--- src/rtl/ej32_pkg.sv ---
// Shared eJ32 types and constants used by the prefetch queue.
package ej32_pkg;

  typedef enum logic [1:0] {
    PFQ_IDLE,
    PFQ_RUN,
    PFQ_REDIR
  } pfq_state_t;

  localparam int PFQ_DEPTH = 4;
  localparam int PFQ_ASZ   = 17;

endpackage

--- src/rtl/ej32_pfq_fifo.sv ---
// Register-file FIFO for the prefetch queue: head/tail pointers, occupancy count,
// synchronous clear that takes priority over write and pop.
module ej32_pfq_fifo #(
  parameter int DEPTH = 4,
  parameter int W     = 25
) (
  input  logic                   clk,
  input  logic                   rst_n,
  input  logic                   clr,
  input  logic                   wr,
  input  logic [W-1:0]           wdata,
  input  logic                   rd,
  output logic                   vld,
  output logic [W-1:0]           rdata,
  output logic [$clog2(DEPTH):0] cnt
);

  localparam int AW = $clog2(DEPTH);
  localparam int CW = AW + 1;

  logic [W-1:0]  mem [DEPTH];
  logic [AW-1:0] head;
  logic [AW-1:0] tail;
  logic          do_rd;

  assign vld   = (cnt != '0);
  assign do_rd = rd & vld;
  assign rdata = mem[head];

  // Pointers wrap naturally because DEPTH is a power of two.
  always_ff @(posedge clk or negedge rst_n) begin
    if (!rst_n) begin
      head <= '0;
      tail <= '0;
      cnt  <= '0;
      for (int i = 0; i < DEPTH; i++) mem[i] <= '0;
    end else if (clr) begin
      head <= '0;
      tail <= '0;
      cnt  <= '0;
    end else begin
      if (wr) begin
        mem[tail] <= wdata;
        tail      <= tail + AW'(1);
      end
      if (do_rd) head <= head + AW'(1);
      case ({wr, do_rd})
        2'b10:   cnt <= cnt + CW'(1);
        2'b01:   cnt <= cnt - CW'(1);
        default: cnt <= cnt;
      endcase
    end
  end

endmodule

--- src/rtl/ej32_pfq.sv ---
// eJ32 instruction prefetch queue: sequential byte fetch into a small FIFO, flushed
// and redirected by the branching unit. Optional same-cycle bypass: EJ32_PFQ_BYPASS_EN.
module ej32_pfq
  import ej32_pkg::*;
#(
  parameter int ASZ   = PFQ_ASZ,
  parameter int DEPTH = PFQ_DEPTH
) (
  input  logic                   clk,
  input  logic                   rst_n,
  input  logic                   en,
  output logic                   mem_req_o,
  output logic [ASZ-1:0]         mem_addr_o,
  input  logic [7:0]             mem_data_i,
  input  logic                   flush,
  input  logic [ASZ-1:0]         flush_addr,
  input  logic                   deq,
  output logic                   q_vld_o,
  output logic [7:0]             q_data_o,
  output logic [ASZ-1:0]         q_pc_o,
  output logic [$clog2(DEPTH):0] q_cnt_o,
  output pfq_state_t             dbg_state
);

  localparam int CW = $clog2(DEPTH) + 1;

  pfq_state_t     state;
  pfq_state_t     state_nxt;
  logic [ASZ-1:0] f;
  logic [ASZ-1:0] ret_addr;
  logic           inflight;
  logic           kill;
  logic           issue;
  logic           ret;
  logic           fifo_wr;
  logic           fifo_rd;
  logic           fifo_vld;
  logic [ASZ+7:0] fifo_rdata;
  logic [CW-1:0]  fifo_cnt;
  logic [CW:0]    occ;

  // A flush only acts while the unit is enabled.
  assign kill  = flush & en;
  assign occ   = {1'b0, fifo_cnt} + {{CW{1'b0}}, inflight};
  assign issue = en & (state != PFQ_IDLE) & (occ < (CW+1)'(DEPTH));
  assign ret   = inflight & ~kill;

  always_comb begin
    state_nxt = state;
    unique case (state)
      PFQ_IDLE:  if (kill) state_nxt = PFQ_REDIR;
                 else if (en) state_nxt = PFQ_RUN;
      PFQ_RUN:   if (kill) state_nxt = PFQ_REDIR;
                 else if (!en && !inflight) state_nxt = PFQ_IDLE;
      PFQ_REDIR: if (kill) state_nxt = PFQ_REDIR;
                 else if (en) state_nxt = PFQ_RUN;
      default:   state_nxt = PFQ_IDLE;
    endcase
  end

  // A request issued in the flush cycle is never marked in flight, so its byte is dropped.
  always_ff @(posedge clk or negedge rst_n) begin
    if (!rst_n) begin
      state    <= PFQ_IDLE;
      f        <= '0;
      ret_addr <= '0;
      inflight <= 1'b0;
    end else begin
      state    <= state_nxt;
      inflight <= issue & ~kill;
      if (issue) ret_addr <= f;
      if (kill) f <= flush_addr;
      else if (issue) f <= f + ASZ'(1);
    end
  end

  assign fifo_rd = deq & ~kill;

`ifdef EJ32_PFQ_BYPASS_EN
  logic byp;
  assign byp      = ret & ~fifo_vld;
  assign fifo_wr  = ret & ~(byp & deq);
  assign q_vld_o  = fifo_vld | byp;
  assign q_data_o = byp ? mem_data_i : fifo_rdata[7:0];
  assign q_pc_o   = byp ? ret_addr : fifo_rdata[ASZ+7:8];
`else
  assign fifo_wr  = ret;
  assign q_vld_o  = fifo_vld;
  assign q_data_o = fifo_rdata[7:0];
  assign q_pc_o   = fifo_rdata[ASZ+7:8];
`endif

  ej32_pfq_fifo #(
    .DEPTH (DEPTH),
    .W     (ASZ + 8)
  ) u_fifo (
    .clk   (clk),
    .rst_n (rst_n),
    .clr   (kill),
    .wr    (fifo_wr),
    .wdata ({ret_addr, mem_data_i}),
    .rd    (fifo_rd),
    .vld   (fifo_vld),
    .rdata (fifo_rdata),
    .cnt   (fifo_cnt)
  );

  assign mem_req_o  = issue;
  assign mem_addr_o = f;
  assign q_cnt_o    = fifo_cnt;
  assign dbg_state  = state;

endmodule

--- config.mk ---
export PLATFORM = sky130hd
export DESIGN_NAME = ej32_pfq
export DESIGN_NICKNAME = d
export VERILOG_FILES = /design/src/rtl/ej32_pkg.sv /design/src/rtl/ej32_pfq_fifo.sv /design/src/rtl/ej32_pfq.sv
export SDC_FILE = /design/constraint.sdc
export NUM_CORES = 1
export LEC_CHECK = 0
export ABC_AREA = 1
export CORE_ASPECT_RATIO = 1.1
export CORE_MARGIN = 4
export CORE_UTILIZATION = 57
export CTS_CLUSTER_SIZE = 25
export DETAILED_ROUTE_END_ITERATION = 12
export PLACE_DENSITY = 0.79
export SYNTH_ARGS = -nofsm -noshare
export SYNTH_HDL_FRONTEND = slang
export SYNTH_HIERARCHICAL = 1
export SYNTH_SLANG_ARGS = --single-unit
export TNS_END_PERCENT = 50
--- constraint.sdc ---
create_clock -name clk -period 2.02 [get_ports clk]
set_input_delay 0.505 -clock clk [delete_from_list [all_inputs] [get_ports clk]]
set_output_delay 0.505 -clock clk [all_outputs]
set_load 0.1 [all_outputs]
==> flow_summary.json <==
{
  "critPathLaunchType": "flop",
  "crit_path_end_kind": "output pin",
  "worst_pin_slew_ns": 0.483,
  "finalSetupViolations": 25,
  "r2r-end": "u_fifo/cnt[2]",
  "grt_pass1_vias": 6490,
  "synthCells": 808,
  "track_usage": 0.271,
  "die_w_um": 116,
  "grt_use_met3": 0.0568,
  "cts_buffer_depth": 2,
  "globalplace.congestion": 0.853,
  "drv_cap": 0,
  "worstRegToRegCells": 10,
  "hold_viol": 0,
  "die_y_um": 127,
  "core-area_sq_um": 12600,
  "globalRouteMet1Util": 0.335,
  "syn_avg_cell_area_sq_um": 9.11,
  "dp_hpwl_um": 11600,
  "cts_sinks": 144,
  "hold_class": "primary input to asynchronous set/reset pin",
  "drive_gt1_frac": 0.376,
  "met2_usage": 0.456,
  "timing.rr.start": "u_fifo/cnt[0]",
  "cts-buffers-inserted": 17,
  "vias_per_cell": 5.76,
  "placed_cell_area_sq_um": 9140,
  "synth_seq_cells": 144,
  "clockRootBuffer": "clkbuf_16",
  "startpoint": "u_fifo/head[0]",
  "syn_area_sq_um": 7360,
  "reg2reg_slack_ns": 0.11,
  "drcViolationCount": 0,
  "wirelength_um": 19100,
  "antenna_cells": 0,
  "clock.fmax_mhz": 440,
  "avgRoutedWirePerCell_um": 17.8,
  "clk_pin_slew_ns": 0.06,
  "drt-pass1-iter-count": 5,
  "ios": 79,
  "postCtsHoldBufs": 0,
  "crit_fanout": 25,
  "final_nets": 936,
  "grt_overflow": 0,
  "start_util": 0.582,
  "syn-num-nets": 844,
  "worst_clock_skew_ns": 0.00610,
  "maxSlewHeadroom": 0.678,
  "rows": 43,
  "synth_seq_area_share": 0.490,
  "top_usage_layer": "met2",
  "endpoint": "q_pc_o[14]",
  "fin_area_sq_um": 9970,
  "grt_pass1_wl_um": 31500,
  "synth_warnings": 6,
  "cts_tree": "yes",
  "period_needed_ns": 2.27,
  "grt_max_degree": 53,
  "dieArea_sq_um": 14800,
  "critPathRequiredTime_ns": 1.51,
  "vias": 6159,
  "htree_levels": 4,
  "rsz0062_at_grt": "true",
  "synth_cell_types": 32,
  "final_core_util": 0.789,
  "grt_antenna_before_repair": 0,
  "violations": "setup timing",
  "ant_nets": 0,
  "port_buffers": 78,
  "worstSetupPathType": "flop to output pin",
  "drtIter0Drc": 557,
  "period_share": 1.12,
  "areaGrowthSynthToFinish_pct": 35.5,
  "worst_slack_ns": -0.251,
  "status": "finished with violations",
  "arrival_ns": 1.77,
  "slew_viol_final": 0,
  "clock_latency_ns": 0.42
}
[final cells by class]
cell class              count  area (sq um)
multi-input cells         546          3530
inverters                  74           288
clock inverters            13           139
well taps                 157           196
fillers                   791          2670
flip-flops and latches    144          3610
repair buffers            117          1770
clock buffers              18           439
[layer usage]
| metal | wire [um] | vias to the layer above |
|---|---|---|
| met4 | 596 | 0 |
| met3 | 1270 | 61 |
| met1 | 7330 | 2983 |
| li1 | - | 2836 |
| met5 | 0 | - |
| met2 | 9850 | 279 |
[Yosys cell counts]
master | instances | area share
nand3_1 | 29 | 0.020
o22ai_1 | 25 | 0.021
ha_1 | 5 | 0.0085
inv_1 | 65 | 0.033
nand2_2 | 31 | 0.026
a21oi_1 | 3 | 0.0020
inv_2 | 5 | 0.0026
clkinv_2 | 1 | 0.00068
buf_6 | 25 | 0.038
buf_2 | 10 | 0.0068
nor2_4 | 5 | 0.0077
xor2_1 | 7 | 0.0083
nand3_2 | 2 | 0.0027
nand2_4 | 4 | 0.0061
nand3_4 | 3 | 0.0071
dfrtp_1 | 144 | 0.49
nand4_1 | 6 | 0.0051
buf_4 | 1 | 0.0010
nor3_1 | 1 | 0.00068
clkbuf_2 | 1 | 0.00068
nand2_1 | 170 | 0.087
o21ai_0 | 58 | 0.039
fa_1 | 1 | 0.0027
o211ai_1 | 5 | 0.0051
nor2_1 | 66 | 0.034
clkbuf_1 | 6 | 0.0031
o21ai_1 | 28 | 0.019
nor2_2 | 1 | 0.00085
nor2_8 | 2 | 0.0054
clkinv_1 | 3 | 0.0015
buf_8 | 1 | 0.0020
o21ai_2 | 94 | 0.11
[sequential cells by signal, indices dropped and copies added, names as in the netlist]
register and flops:
u_fifo/tail 2, u_fifo/cnt 3, ret_addr 17, inflight 1
mem_addr_o 17, dbg_state 2, u_fifo/head 2, u_fifo/mem 100
[logic make-up (layout without fill, tap and decap cells)]
| family | after synthesis | in the layout | share of synthesized area |
|---|---|---|---|
| adder cells (fa/ha/maj) | 6 | 6 | 0.0112 |
| XOR/XNOR | 7 | 7 | 0.00833 |
| flip-flops | 144 | 144 | 0.490 |
| AND/OR/NAND/NOR | 320 | 320 | 0.202 |
| AO/OA/AOI/OAI | 213 | 213 | 0.199 |
| buffers and inverters | 118 | 222 | 0.0898 |
[what timing repair did]
item,in CTS,in global routing
gates cloned,3,0
resized for setup,51,44
buffers inserted,2,0
pin swaps,2,2
setup endpoints to repair,26,26
[critical path: stages, from the launching register on]
cell and delay (ns):
dfrtp_2 0.47, clkinv_4 0.16, buf_16 0.21, nor2_1 0.20, o22ai_4 0.12, buf_12 0.18
[cells in the final DEF, fill, tap and decap left out, drive strengths merged]
cell	count
buf	89
xor2	7
o21ai	180
fa	1
clkinv	8
o22ai	25
a21oi	3
clkinvlp	5
bufinv	2
nor2	74
o211ai	5
dlygate4sd2	1
clkdlybuf4s50	27
ha	5
nor3	1
nand3	34
dfrtp	144
nand2	205
inv	72
clkbuf	18
nand4	6
[worst min-delay path by stage]
stage | from | end | slack (ns) | cells after the start
after global placement | u_fifo/mem[55] | u_fifo/mem[55] | 0.46 | 2
after floorplan | rst_n | dbg_state[0] | 0.21 | 0
after CTS | rst_n | u_fifo/mem[81] | 0.03 | 1
after detailed placement | u_fifo/mem[74] | u_fifo/mem[74] | 0.46 | 2
final | rst_n | u_fifo/mem[82] | 0.02 | 1
after global routing | rst_n | u_fifo/mem[81] | 0.04 | 1
[stage by stage]
step | hold slack [ns] | std cells | TNS (ns) | setup WS (ns)
4_1_cts | 0.0332 | 1069 | -5.35 | -0.233
3_5_place_dp | 0.465 | 1033 | -19.14 | -0.363
5_1_grt | 0.0429 | 1069 | -6.67 | -0.299
6_report | 0.0218 | 1069 | -5.30 | -0.251
2_1_floorplan | 0.209 | 808 | -1.41 | -0.211
3_3_place_gp | 0.459 | 1033 | -10.75 | -0.246
Power is not shown: default switching activity piles up to over one toggle a cycle in this logic, so the estimate is an artifact.
==> edit (same settings) <==
The package constant `PFQ_DEPTH` goes from 4 to 16.
--- a/src/rtl/ej32_pkg.sv
+++ b/src/rtl/ej32_pkg.sv
@@ -7,7 +7,7 @@
     PFQ_REDIR
   } pfq_state_t;
 
-  localparam int PFQ_DEPTH = 4;
+  localparam int PFQ_DEPTH = 16;
   localparam int PFQ_ASZ   = 17;
 
 endpackage
Ports: changed (resized q_cnt_o); port bits go from 79 to 81. No check against the original RTL was run, so the function may have changed too.
==> edit against the original RTL <==
- the run still ends with setup timing left
- first-iteration DRC count grew to 3.1 times the old value
- design area increased to 2.6 times the old value
- routed wire length increased to 3.3 times the old value
- sequential cell count up 306
- worst setup slack lost 0.55 ns
- clock skew is 0.0090 ns higher
- synthesized area grew to 2.8 times the old value
- critical path type unchanged
- largest cell class unchanged
==> edit: results (changes against the original RTL) <==
worst_setup_path:
  crit_family: "buffers and inverters"  # unchanged
  r2r_start: "u_fifo/cnt[0]$_DFFE_PN0P_"  # unchanged
  slowest_stage: "dfrtp_4"  # was dfrtp_2
  critPathMaxStageDelay_ns: 0.54  # was 0.47 ns
  cp_data_arrival_time_ns: 2.31  # was 1.77 ns
  reg2reg_slack_ns: 0.14  # was 0.11 ns
  path_max_fanout: 22  # was 25
  worst_r2r_path_depth: 10  # unchanged
  r2r_end: "u_fifo/cnt[3]$_DFFE_PN0P_"  # was u_fifo/cnt[2]$_DFFE_PN0P_
global_routing:
  grt_pass1_vias: 18900  # was 6490
  track_usage_pct: 31.2  # was 27.1%
  grt_pass1_wl_um: 99600  # was 31500 um
  antenna_found_initial: 0  # unchanged
  grt_max_degree: 60  # was 53
synth:
  syn_inst: 2542  # was 808
  ys_top_cells_by_count: "523 x o21ai_0, 487 x nand2_1, 450 x dfrtp_1"  # was 170 x nand2_1, 144 x dfrtp_1, 94 x o21ai_2
  yosys-top-cells-area: "dfrtp_1 54%, o21ai_0 13%, nand2_1 8.7%"  # was dfrtp_1 49%, o21ai_2 11%, nand2_1 8.7%
  ys_seq_area_share_pct: 53.8  # was 49.0%
  synth_nets: 2582  # was 844
  async_flop_share_pct: 100  # unchanged
  synth_cell_types: 31  # was 32
cells_and_area:
  fillCellCount: 2578  # was 791
  finalNonFillerCells: 3169  # was 1069
  drive_gt1_share_pct: 15.7  # was 37.6%
  final_net_count: 2691  # was 936
  largest_reg_flops: 400  # was 100
cts:
  cts.clk_slew.worst_paths_ns: 0.06  # about the same
  clk_latency_ns: 0.56  # was 0.42 ns
  htree_levels: 2  # was 4
  cts_buffers: 46  # was 17
  root_buffer: "clkbuf_16"  # unchanged
  clockBufferDepth: 3  # was 2
route:
  vias_per_cell: 6.00  # was 5.76
  routed_wl_um: 62800  # was 19100 um
  drt_first_pass_iters: 7  # was 5
  drt-initial-drc-count: 1746  # was 557
placement:
  place_area_mm2: 0.0245  # was 0.00914 mm2
  io_buffers: 80  # was 78
  dp_hpwl_um: 38900  # was 11600 um
  pre_cts_ws_ns: -0.439  # was -0.363 ns
  place_congestion: 0.861  # was 0.853
  post-place-cells: 3077  # was 1033
sta:
  fin_setup_tns_ns: -19.03  # was -5.30 ns
  layout_setup_ws_ns: -0.798  # was -0.251 ns
  worst_pin_slew_ns: 0.513  # was 0.483 ns
  finalSetupViolCount: 27  # was 25
  skew_ns: 0.0151  # was 0.00610 ns
outcome:
  violations: "setup timing"  # unchanged
  status: "complete, but fails checks"  # unchanged
power_and_ir_drop:
  ir_drop_uv: 2040
-- edit: timing repair --
action                     in CTS  in global routing
resized for setup              47                 53
pin swaps                      22                 32
buffers inserted                2                  4
setup endpoints to repair      27                 29
hold endpoints to repair       39                  0
cloned                          2                  4
hold buffers                    1                  0
-- edit: how the worst max path moves through the flow --
stage / from / to / slack (ns) / cells past startpoint
finish: u_fifo/head[0]$_DFFE_PN0P_ / q_pc_o[11] / -0.80 / 9
global route: u_fifo/head[0]$_DFFE_PN0P_ / q_pc_o[16] / -0.86 / 8
CTS: u_fifo/head[0]$_DFFE_PN0P_ / q_pc_o[10] / -0.79 / 9
detailed placement: flush / u_fifo/mem[193]$_DFFE_PN0P_ / -0.44 / 12
global placement: flush / u_fifo/cnt[4]$_DFFE_PN0P_ / -0.40 / 13
floorplan: u_fifo/cnt[0]$_DFFE_PN0P_ / u_fifo/cnt[4]$_DFFE_PN0P_ / -0.17 / 12
-- edit: per-stage QoR --
| step | util (%) | hold WS [ns] |
|---|---|---|
| 6_report | 72.7 | 0.476 |
| 5_1_grt | 72.7 | 0.501 |
| 4_1_cts | 72.1 | 0.482 |
| 3_5_place_dp | 67.6 | 0.468 |
| 3_3_place_gp | 67.6 | 0.460 |
| 2_1_floorplan | - | 0.209 |
-- edit: area by class of cell --
class	instances	area share (%)
clock buffers	72	5.13
repair inverters	1	0.0333
clock inverters	7	0.338
multi-input cells	1690	33.5
flip-flops and latches	450	43.0
inverters	231	3.37
well taps	487	2.32
repair buffers	231	12.4
-- edit: report_power, final --
part / internal [mW] / switching [mW]
Sequential: 10.1 / 1.14
Combinational: 7.62 / 13.6
Clock: 4.82 / 3.45
-- edit: cell families after synthesis --
| family | after synthesis | synth area share (%) |
|---|---|---|
| AND/OR/NAND/NOR | 854 | 16.9 |
| buffers and inverters | 402 | 8.32 |
| flip-flops | 450 | 53.8 |
| XOR/XNOR | 9 | 0.377 |
| adder cells (fa/ha/maj) | 10 | 0.634 |
| AO/OA/AOI/OAI | 817 | 19.9 |
-- edit: per-layer routing --
metal  track usage, %  vias up  wire (um)
met5                0        -          0
met4             14.3        0       2950
met3             4.54      240       5400
met2             52.1     1030      30900
met1             40.4     9163      23600
li1                 -     8590          -
